**src/rtl/dma_write_streamer.sv**
```systemverilog
// DMA write-back stage: buffers result beats, issues one write request, streams beats.
// Optional DMA_WR_CHECKSUM_EN appends an XOR checksum beat.
module dma_write_streamer #(
  parameter int DEPTH = 16,
  parameter int AW = $clog2(DEPTH)
) (
  input  logic          clk,
  input  logic          rst_n,
  input  logic          buf_we,
  input  logic [AW-1:0] buf_waddr,
  input  logic [63:0]   buf_wdata,
  input  logic          start,
  input  logic [31:0]   base_index,
  input  logic [31:0]   length,
  output logic          busy,
  output logic          done,
  output logic          len_err,
  input  logic          dma_write_ctrl_ready,
  output logic          dma_write_ctrl_valid,
  output logic [31:0]   dma_write_ctrl_data_index,
  output logic [31:0]   dma_write_ctrl_data_length,
  output logic [2:0]    dma_write_ctrl_data_size,
  output logic [5:0]    dma_write_ctrl_data_user,
  input  logic          dma_write_chnl_ready,
  output logic          dma_write_chnl_valid,
  output logic [63:0]   dma_write_chnl_data
);

  typedef enum logic [1:0] {IDLE, REQ, STREAM, DONE} state_t;

  localparam logic [AW:0]   DEPTH_N = DEPTH[AW:0];
  localparam logic [31:0]   DEPTH_W = DEPTH;
  localparam logic [AW:0]   ONE     = 1;
  localparam logic [AW-1:0] ADDR0   = '0;

  state_t       state_q, state_d;
  logic [63:0]  mem [DEPTH];
  logic [AW:0]  n_q, n_d;
  logic [AW:0]  ptr_q, ptr_d;
  logic [AW:0]  ptr_nxt, n_sel;
  logic         too_long, last;
  logic         busy_q, busy_d;
  logic         done_q, done_d;
  logic         err_q, err_d;
  logic         cv_q, cv_d;
  logic [31:0]  idx_q, idx_d;
  logic [31:0]  len_q, len_d;
  logic [2:0]   size_q, size_d;
  logic [5:0]   user_q, user_d;
  logic         chv_q, chv_d;
  logic [63:0]  data_q, data_d;
`ifdef DMA_WR_CHECKSUM_EN
  logic [63:0]  csum_q, csum_d;
  logic         tail_q, tail_d;
`endif

  // Buffer is frozen outside IDLE so in-flight beats stay coherent.
  always_ff @(posedge clk) begin
    if (buf_we && state_q == IDLE)
      mem[buf_waddr] <= buf_wdata;
  end

  always_comb begin
    too_long = length > DEPTH_W;
    n_sel    = too_long ? DEPTH_N : length[AW:0];
    ptr_nxt  = ptr_q + ONE;
    last     = ptr_nxt == n_q;
    state_d  = state_q;
    n_d      = n_q;
    ptr_d    = ptr_q;
    done_d   = 1'b0;
    err_d    = err_q;
    cv_d     = cv_q;
    idx_d    = idx_q;
    len_d    = len_q;
    size_d   = size_q;
    user_d   = user_q;
    chv_d    = chv_q;
    data_d   = data_q;
`ifdef DMA_WR_CHECKSUM_EN
    csum_d   = csum_q;
    tail_d   = tail_q;
`endif
    unique case (state_q)
      IDLE: begin
        if (start) begin
          n_d   = n_sel;
          err_d = too_long;
          ptr_d = '0;
`ifdef DMA_WR_CHECKSUM_EN
          csum_d = '0;
          tail_d = 1'b0;
`endif
          if (n_sel == '0) begin
            state_d = DONE;
          end else begin
            idx_d = base_index;
`ifdef DMA_WR_CHECKSUM_EN
            len_d = 32'(n_sel) + 32'd1;
`else
            len_d = 32'(n_sel);
`endif
            size_d  = 3'b011;
            user_d  = '0;
            cv_d    = 1'b1;
            state_d = REQ;
          end
        end
      end
      REQ: begin
        if (dma_write_ctrl_ready) begin
          cv_d    = 1'b0;
          chv_d   = 1'b1;
          data_d  = mem[ADDR0];
          state_d = STREAM;
        end
      end
      STREAM: begin
        if (dma_write_chnl_ready) begin
`ifdef DMA_WR_CHECKSUM_EN
          if (tail_q) begin
            chv_d   = 1'b0;
            done_d  = 1'b1;
            state_d = DONE;
          end else begin
            csum_d = csum_q ^ data_q;
            if (last) begin
              data_d = csum_q ^ data_q;
              tail_d = 1'b1;
            end else begin
              ptr_d  = ptr_nxt;
              data_d = mem[ptr_nxt[AW-1:0]];
            end
          end
`else
          if (last) begin
            chv_d   = 1'b0;
            done_d  = 1'b1;
            state_d = DONE;
          end else begin
            ptr_d  = ptr_nxt;
            data_d = mem[ptr_nxt[AW-1:0]];
          end
`endif
        end
      end
      DONE: begin
        // Zero-length path enters here without a pulse; emit it now.
        done_d = !done_q;
        if (done_q)
          state_d = IDLE;
      end
    endcase
    busy_d = state_d != IDLE;
  end

  always_ff @(posedge clk or negedge rst_n) begin
    if (!rst_n) begin
      state_q <= IDLE;
      n_q     <= '0;
      ptr_q   <= '0;
      busy_q  <= 1'b0;
      done_q  <= 1'b0;
      err_q   <= 1'b0;
      cv_q    <= 1'b0;
      idx_q   <= '0;
      len_q   <= '0;
      size_q  <= '0;
      user_q  <= '0;
      chv_q   <= 1'b0;
      data_q  <= '0;
`ifdef DMA_WR_CHECKSUM_EN
      csum_q  <= '0;
      tail_q  <= 1'b0;
`endif
    end else begin
      state_q <= state_d;
      n_q     <= n_d;
      ptr_q   <= ptr_d;
      busy_q  <= busy_d;
      done_q  <= done_d;
      err_q   <= err_d;
      cv_q    <= cv_d;
      idx_q   <= idx_d;
      len_q   <= len_d;
      size_q  <= size_d;
      user_q  <= user_d;
      chv_q   <= chv_d;
      data_q  <= data_d;
`ifdef DMA_WR_CHECKSUM_EN
      csum_q  <= csum_d;
      tail_q  <= tail_d;
`endif
    end
  end

  assign busy                       = busy_q;
  assign done                       = done_q;
  assign len_err                    = err_q;
  assign dma_write_ctrl_valid       = cv_q;
  assign dma_write_ctrl_data_index  = idx_q;
  assign dma_write_ctrl_data_length = len_q;
  assign dma_write_ctrl_data_size   = size_q;
  assign dma_write_ctrl_data_user   = user_q;
  assign dma_write_chnl_valid       = chv_q;
  assign dma_write_chnl_data        = data_q;

endmodule

```
**config.mk**
```make
export PLATFORM = sky130hd
export DESIGN_NAME = dma_write_streamer
export DESIGN_NICKNAME = d
export VERILOG_FILES = /design/src/rtl/dma_write_streamer.sv
export SDC_FILE = /design/constraint.sdc
export NUM_CORES = 1
export LEC_CHECK = 0
export CAP_MARGIN = 40
export CORE_UTILIZATION = 55
export CTS_CLUSTER_DIAMETER = 100
export DETAILED_ROUTE_END_ITERATION = 7
export GPL_ROUTABILITY_DRIVEN = 0
export PLACE_DENSITY = 0.75
export SYNTH_ARGS = -nofsm -noshare
export SYNTH_HDL_FRONTEND = slang
export SYNTH_SLANG_ARGS = --single-unit
```
**constraint.sdc**
```tcl
create_clock -name clk -period 7.3 [get_ports clk]
set_input_delay 1.095 -clock clk [delete_from_list [all_inputs] [get_ports clk]]
set_output_delay 1.095 -clock clk [all_outputs]
set_load 0.03 [all_outputs]
```
# --- After elaboration in Yosys (flattened, before gate mapping) ---
# Memory sizes are Yosys's and may differ from the RTL's.
# Index checks and enable logic that the tools add are counted.
# Widths: inputs -> output; s select.
totals:
  n_memories: 1
  out_inout_bits: 142
  ramBits: 1024
  latch_bits: 0
  in_bits: 138
  rom_bits: 0
  reg_bits: 119
classes:
  n_div: 0
  bitwise: 1
  n_mul: 0
  n_shift: 0
  mux: 29
  addsub: 1
  order_cmp: 1
  n_reduce_logical: 14
  n_eq_ne: 10
memory_table:
  columns: ["memory", "depth", "width", "read_ports", "rd_clocked_by_memory_dff", "write_ports", "line_no", "text"]
  rows:
  - ["mem", 16, 64, 2, 0, 1, "37", "logic [63:0] mem [DEPTH];"]
op_table:
  columns: ["cell", "n"]
  rows:
  - ["$mux 64", 3]
  - ["$pmux 64 s2", 1]
  - ["$gt 32x5->1 const B", 1]
  - ["$mux 5", 4]
  - ["$reduce_and 4->1", 4]
  - ["$mux 2", 6]
  - ["$ne 2x2->1 const B", 6]
  - ["$mux 1", 10]
  - ["$pmux 5 s2", 1]
  - ["$pmux 2 s4", 1]
  - ["$reduce_bool 2->1", 4]
  - ["$pmux 1 s2", 3]
  - ["$add 5x1->5 const B", 1]
  - ["$eq 5x5->1", 1]
  - ["$logic_not 5->1", 1]
  - ["$eq 2x2->1 const B", 2]
  - ["$reduce_and 3->1", 1]
  - ["$eq 2x1->1 const B", 1]
  - ["$logic_not 2->1", 1]
  - ["$reduce_and 2->1", 1]
  - ["$logic_and 1x1->1", 1]
  - ["$logic_not 1->1", 1]
  - ["$not 1->1", 1]

# --- Logic depth before layout (Yosys ltp) ---
# Gate-level depths: netlist (run 1).
logic_depth:
  ltp_word: 7
  mapped_depth: 8
  ltp_nobuf: 6

# --- Worst setup path before layout (run 1) ---
# Ideal clock, no wire load.
synth_path:
  path_type: "input to register"
  start: "input port buf_waddr[1]"
  end: "memory mem[0][0] (enable)"
  n_path_buf: 0
  cell_stages: 2
  path_slack_ns: 0.853
  t_arrival_ns: 5.881
  t_required_ns: 6.735
  path_cell_list: "or3_1 > nor3_1"
synth_lines:
  columns: ["element", "line_no", "text"]
  rows:
  - ["start: declaration", "10", "input logic [AW-1:0] buf_waddr,"]
  - ["end: declaration", "37", null]
# Straight into the memory's write port.

# --- Worst setup path after layout (run 1) ---
layout_path:
  start: "input port buf_waddr[0]"
  end: "memory mem[11][34] (enable)"
# Straight into the memory's write port.

==> results of run 1 <==
==> path summary, 6_finish.rpt <==
| kind | to | depth (start not counted) | from |
|---|---|---|---|
| max | mem[11][34]$_DFFE_PP_ | 4 | buf_waddr[0] |
| min reg2reg | dma_write_ctrl_data_index[29]$_DFFE_PN0P_ | 1 | dma_write_ctrl_data_index[29]$_DFFE_PN0P_ |
| max in group asynchronous | dma_write_chnl_data[44]$_DFFE_PN0P_ | 3 | rst_n |
| min in group clk | dma_write_ctrl_data_index[29]$_DFFE_PN0P_ | 1 | dma_write_ctrl_data_index[29]$_DFFE_PN0P_ |
| max reg2reg | mem[10][7]$_DFFE_PP_ | 6 | state_q[0]$_DFF_PN0_ |
| min | dma_write_ctrl_data_index[9]$_DFFE_PN0P_ | 1 | rst_n |
==> power by group <==
group          switching [mW]  internal (mW)  total [mW]  leakage (nW)
logic                    2.95           2.54        5.50          4.39
clock network            2.42           3.39        5.80          1.82
registers               0.335           7.53        7.86          10.7
total                    5.71           13.5        19.2          16.9
==> area by class of cell <==
type	count	area, sq um	area share, %
Sequential cell	1143	33700	65.0
Multi-Input combinational cell	941	9810	18.9
Timing Repair Buffer	306	3270	6.30
Clock buffer	155	3200	6.16
Tap cell	1050	1310	2.53
Clock inverter	54	579	1.12
Inverter	3	11.3	0.0217
Antenna cell	4	10.0	0.0193
==> kinds of logic after synthesis <==
logic type / after synthesis / synth area share, %
DFF: 1143 / 76.3
and+or+nand+nor: 319 / 2.94
muxes: 290 / 13.9
AOI/OAI and AO/OA: 288 / 4.35
buffers and inverters: 172 / 2.23
xor gates and xnor gates: 9 / 0.258
adders and majority gates: 1 / 0.0283
other: 1 / 0.00848
==> through the flow <==
step	cells	cell area (sq um)	utilization, %	setup WS [ps]
after CTS	3651	51900	65.5	3810
after global placement	3424	47700	60.2	3220
after floorplan	2256	44300	-	853
after global routing	3656	51900	65.5	3660
after detailed placement	3442	48100	60.7	3170
final	3656	51900	65.5	3770
==> cells in the mapped netlist (2+ instances only) <==
master | instances | area share (%)
nand3_1 | 3 | 0.034
nand2b_1 | 5 | 0.071
buf_2 | 30 | 0.34
nor2_1 | 21 | 0.18
xor2_1 | 3 | 0.059
clkbuf_1 | 46 | 0.39
nor3_2 | 2 | 0.045
nor4_1 | 7 | 0.099
mux4_2 | 256 | 13
nand2_1 | 263 | 2.2
buf_1 | 26 | 0.22
buf_6 | 14 | 0.36
mux2_1 | 14 | 0.36
dfrtp_1 | 119 | 6.7
o31ai_1 | 5 | 0.085
xnor3_1 | 2 | 0.10
edfxtp_1 | 1024 | 70
xnor2_1 | 3 | 0.059
inv_1 | 3 | 0.025
a22o_1 | 72 | 1.4
a21oi_1 | 3 | 0.034
o211ai_1 | 2 | 0.034
nand4_1 | 3 | 0.042
mux2i_1 | 2 | 0.045
a31oi_1 | 127 | 1.8
o21ai_0 | 70 | 0.79
nor3_1 | 5 | 0.057
mux2_2 | 18 | 0.46
buf_4 | 53 | 0.90
a21o_1 | 2 | 0.034
o21ai_1 | 4 | 0.045
==> layout by cell type, fill, tap and decap left out, drive strengths merged, types with 34 or more instances in the layout <==
| cell type | count |
|---|---|
| buf | 62 |
| clkbuf | 155 |
| a31oi | 127 |
| edfxtp | 1024 |
| a22o | 72 |
| conb | 34 |
| o21ai | 74 |
| clkdlybuf4s50 | 244 |
| nand2 | 264 |
| dfrtp | 119 |
| mux4 | 256 |
==> critical path, cell delays in order <==
cell             delay (ps)
clkdlybuf4s50_1         630
nand4_1                 460
nor2_4                  730
buf_4                   830
==> flip-flops by register name (all words and copies together) (netlist names) <==
register / count
state_q: 2
ptr_q: 5
dma_write_ctrl_data_index: 32
len_err: 1
dma_write_chnl_valid: 1
busy: 1
done: 1
dma_write_ctrl_valid: 1
n_q: 5
dma_write_ctrl_data_size: 1
mem: 1024
dma_write_chnl_data: 64
dma_write_ctrl_data_length: 5
==> per-layer routing <==
metal  share of wire, %  GRT usage, %  vias to the layer above
li1                   -             -                     9561
met1                 38          35.6                    12200
met2                 49          41.4                     1401
met3                 10          5.30                      220
met4                2.8          8.82                       16
met5               0.10             0                        -
==> results.md, run 1 <==
- Hold Fails Final Rpt: 0
- Crit end category: flip-flop
- CTS Buf Count: 110
- Slew @ Worst Pin: 915 ps
- Row count: 103
- Vias in the first global route: 24,200
- Hold Crit Class: input port to asynchronous set/reset pin
- Post-synthesis cell type count: 47
- Cells resized by post-CTS repair: 0
- Worst path required time: 7580 ps
- Vias: 23,400
- Grt total ovfl: 0
- Clock transition at the registers of the reported paths: about 60 ps
- Min Tclk post-route: 3530 ps
- Pin count of the biggest net entering global routing: between 100 and 150
- Vias per cell: 6.39
- Syn Area/Cell: 19.9 sq um
- CTS root buf: clkbuf_16
- VDD IR max: roughly 0.35 mV
- Worst hold margin: 440 ps
- Initial core utilization: ~56%
- Starting DRT DRC Count: 2,507
- TritonCTS Sinks: 1,143
- Fillers: between 4,000 and 5,000
- Seq/Total Area, Yosys: 76.3%
- Number of synthesized register bits: 1,143
- Total core area: 79,300 sq um
- DIE WIDTH: approximately 290 um
- Setup CP Type: input port to flip-flop
- Latest clock arrival within the worst-skew pair: between 600 and 700 ps
- CTS tree: yes
- Synth Cell Area: around 44,000 sq um
- Layout cells sized above 1: 21.2%
- Drc violations: 0
- Post-synth top flop: edfxtp_1
- Tcrit/Tclk final: a little under 50%
- Number of synthesized flops with an enable pin: 1,024
- Initial antenna violation count: 11
- Clk_skew: 24.2 ps
- Die area: just over 80,000 sq um
- Drt wl/cell: 28.2 um
- Normalized max-slew margin: 39.0%
- WL final: 103,000 um
- Max cap viols: 0
- Final net count: 2,644
- Fmax: 283 MHz
- Detailed placement HPWL: 55,600 um
- Port bufs: 245
- Clock Path Buffers: 3
- Reg2Reg Setup Slack: around 3900 ps
- Synth Warn #: 0
- Pwr dens: 369 nW/um^2
- Critical Path Source Type: input port
- Setup violators final: 0
- Final ANT Viol Nets: 0
- # Post-CTS Setup Buffers: 0
- Slew Viols, Final: 0
- H-tree Lvls: 3
- First-pass iteration count of the detailed router: 5
- RSZ-0062 raised after global routing: false
- Setup TNS: 0 ps
- Area grow syn2layout: 17.4%
- Syn Inst Count: 2,223
- First-pass GRT wire length: 155,000 um
- Arr. time, crit path: around 3800 ps
- CP Max Fanout: 48
- Outcome: complete, no violations
- Die Span Y: 286 um
- # IOs: 280
- Pwr Total: 19.2 mW
- Post-CTS Hold Fix Bufs: 0
- Static leakage: 16.9 nW
- FFs w/ async S/R, synth: 10.4%
- GRT Total Usage: 25.8%
(Power assumes the default switching activity.)
==> inputs of run 2 (changes only) <==
==> constraint.sdc (replaced) <==
create_clock -name clk -period 3.4 [get_ports clk]
set_input_delay 0.51 -clock clk [delete_from_list [all_inputs] [get_ports clk]]
set_output_delay 0.51 -clock clk [all_outputs]
set_load 0.03 [all_outputs]
==> run 2 against run 1 <==
Against the previous run:
- first-iteration DRC count down 2.6%
- cell count down 0.46%
- worst setup slack worse by 3100 ps
- worst hold slack worse by 38 ps
- cell area down 0.21%
- flip-flop and latch count unchanged
- critical path depth up 1
- sequential power up 110%
- clock power up 110%
- clock skew down 3.3 ps
- critical path type is now flip-flop to flip-flop
- largest power group unchanged
==> results.md, run 2 (same netlist as run 1, synthesis figures left out) <==
- VDD IR max: 1.15 mV (+230%)
- Drc violations: 0 (unchanged)
- Met1 WL: 39,200 um (+0.43%)
- # IOs: 280 (unchanged)
- Setup CP Type: flip-flop to flip-flop
- CTS Buf Count: 109 (-0.91%)
- Critical Path Source Type: flip-flop
- Pwr dens: 785 nW/um^2 (+110%)
- Total core area: 79,300 sq um (unchanged)
- Normalized max-slew margin: 35.6% (-3.4 points)
- Setup TNS: 0 ps (unchanged)
- Pin count of the biggest net entering global routing: 132 (+2.3%)
- TritonCTS Sinks: 1,143 (unchanged)
- Starting DRT DRC Count: 2,442 (-2.6%)
- Worst path required time: 3680 ps (-3900 ps)
- Met3 wire len: 7970 um (-24%)
- Slew @ Worst Pin: 966 ps (+50.6 ps)
- GRT Total Usage: 25.0% (-0.80 points)
- Slew Viols, Final: 0 (unchanged)
- First-pass iteration count of the detailed router: 6 (+1)
- Grt total ovfl: 0 (unchanged)
- Most common cell after layout, fill and taps aside: edfxtp_1
- CP Max Fanout: 64 (+33%)
- Row count: 103 (unchanged)
- Clk_skew: 20.9 ps (-3.27 ps)
- Die Span Y: 286 um (unchanged)
- First-pass GRT wire length: 151,000 um (-2.7%)
- Arr. time, crit path: 3060 ps (-740 ps)
- RSZ-0062 raised after global routing: false
- Layout cells sized above 1: 20.2% (-0.97 points)
- Hold Crit Class: input port to asynchronous set/reset pin
- Clock Path Buffers: 3 (unchanged)
- Area grow syn2layout: 17.2%
- Pwr Total: 40.7 mW (+110%)
- Outcome: complete, no violations
- Worst R2R Path Depth: 5 (-1)
- Min Tclk post-route: ~2800 ps
- Highest Signal Layer: met5
- Initial core utilization: 55.8% (unchanged)
- Max reg flops: 1,024 (unchanged)
- Commonest non-fill, non-tap cells in the layout: 1,024 x edfxtp_1, 263 x nand2_1, 256 x mux4_2, 244 x clkdlybuf4s50_1, 127 x a31oi_1
- Final ANT Viol Nets: 0 (unchanged)
- WL final: 101,000 um (-2.5%)
- Final net count: 2,628 (-0.61%)
- CTS tree: yes
- Fmax: 360 MHz
- Vias: 22,900 (-1.9%)
- Max cap viols: 0 (unchanged)
- Hold Fails Final Rpt: 0 (unchanged)
- Vias per cell: 6.30 (-1.5%)
- CTS root buf: clkbuf_16
- Port bufs: 245 (unchanged)
- Die area: 81,500 sq um (unchanged)
- Crit end category: flip-flop
- Post-CTS Hold Fix Bufs: 1 (+1)
- Initial antenna violation count: 7 (-4)
- Biggest register: mem
- Clock transition at the registers of the reported paths: 60 ps (about the same)
- Cells resized by post-CTS repair: 0 (unchanged)
- # Post-CTS Setup Buffers: 0 (unchanged)
- Tcrit/Tclk final: 81.7%
- Vias in the first global route: 24,100 (-0.32%)
- Setup violators final: 0 (unchanged)
- Latest clock arrival within the worst-skew pair: 660 ps (about the same)
- Detailed placement HPWL: 49,100 um (-12%)
- H-tree Lvls: 3 (unchanged)
- Routed wl met2: 50,800 um (+0.31%)
- DIE WIDTH: 286 um (unchanged)
- Drt wl/cell: 27.7 um (-2.1%)
- Static leakage: 16.8 nW (-0.50%)
==> run 2: cell types whose count changed in the layout (fill, tap and decap cells not counted), sizes merged <==
cell	delta
buf	-16
clkinv	+10
clkinvlp	-10
clkbuf	-9
bufinv	+3
inv	+3
diode	+1
dlygate4sd3	+1
==> run 2: metrics by stage <==
step / area, sq um / hold WS [ps] / setup WS, ps / util (%) / cells
final: 51800 / 402 / 623 / 65.4 / 3639
after global placement: 48100 / 469 / 382 / 60.7 / 3426
after floorplan: 44400 / 214 / -954 / - / 2256
after detailed placement: 48100 / 484 / 377 / 60.7 / 3427
after global routing: 51800 / 422 / 548 / 65.4 / 3638
after CTS: 51800 / 387 / 645 / 65.4 / 3634
==> run 2: area by class of cell <==
class                      count  area [sq um]
antenna                        5          12.5
clock buffer                 146          3010
clock inverter                60           666
fill                        5005         27400
inverter                       3          11.3
multi-input combinational    941          9830
sequential                  1143         33700
tap                         1050          1310
timing repair buffer         291          3230
==> run 2: final timing paths <==
path | from | to | slack [ps]
worst max-delay path | state_q[0]$_DFF_PN0_ | mem[0][45]$_DFFE_PP_ | 620
worst min register to register | dma_write_ctrl_data_index[29]$_DFFE_PN0P_ | dma_write_ctrl_data_index[29]$_DFFE_PN0P_ | 490
worst max register to register | state_q[0]$_DFF_PN0_ | mem[0][45]$_DFFE_PP_ | 620
min in group clk | base_index[29] | dma_write_ctrl_data_index[29]$_DFFE_PN0P_ | 450
worst min-delay path | rst_n | ptr_q[1]$_DFFE_PN0P_ | 400
max in group asynchronous | rst_n | dma_write_chnl_data[15]$_DFFE_PN0P_ | 2060
==> run 2: critical path, stage by stage (launching register included) <==
cell	delay (ps)
dfrtp_1	510
nor2_1	450
nand2_1	190
or3_1	520
nor3_4	220
buf_12	410
==> run 2: per-layer routing <==
layer,track usage [%],vias to the layer above
met3,3.90,182
met2,41.9,1174
met1,34.0,12000
li1,-,9538
met5,0,-
met4,7.85,6
==> run 2: power breakdown <==
part	internal (mW)	leakage (nW)	total (mW)	switching [mW]
Combinational	5.34	4.33	11.6	6.28
Clock	7.15	1.81	12.2	5.08
Sequential	16.2	10.7	16.8	0.660
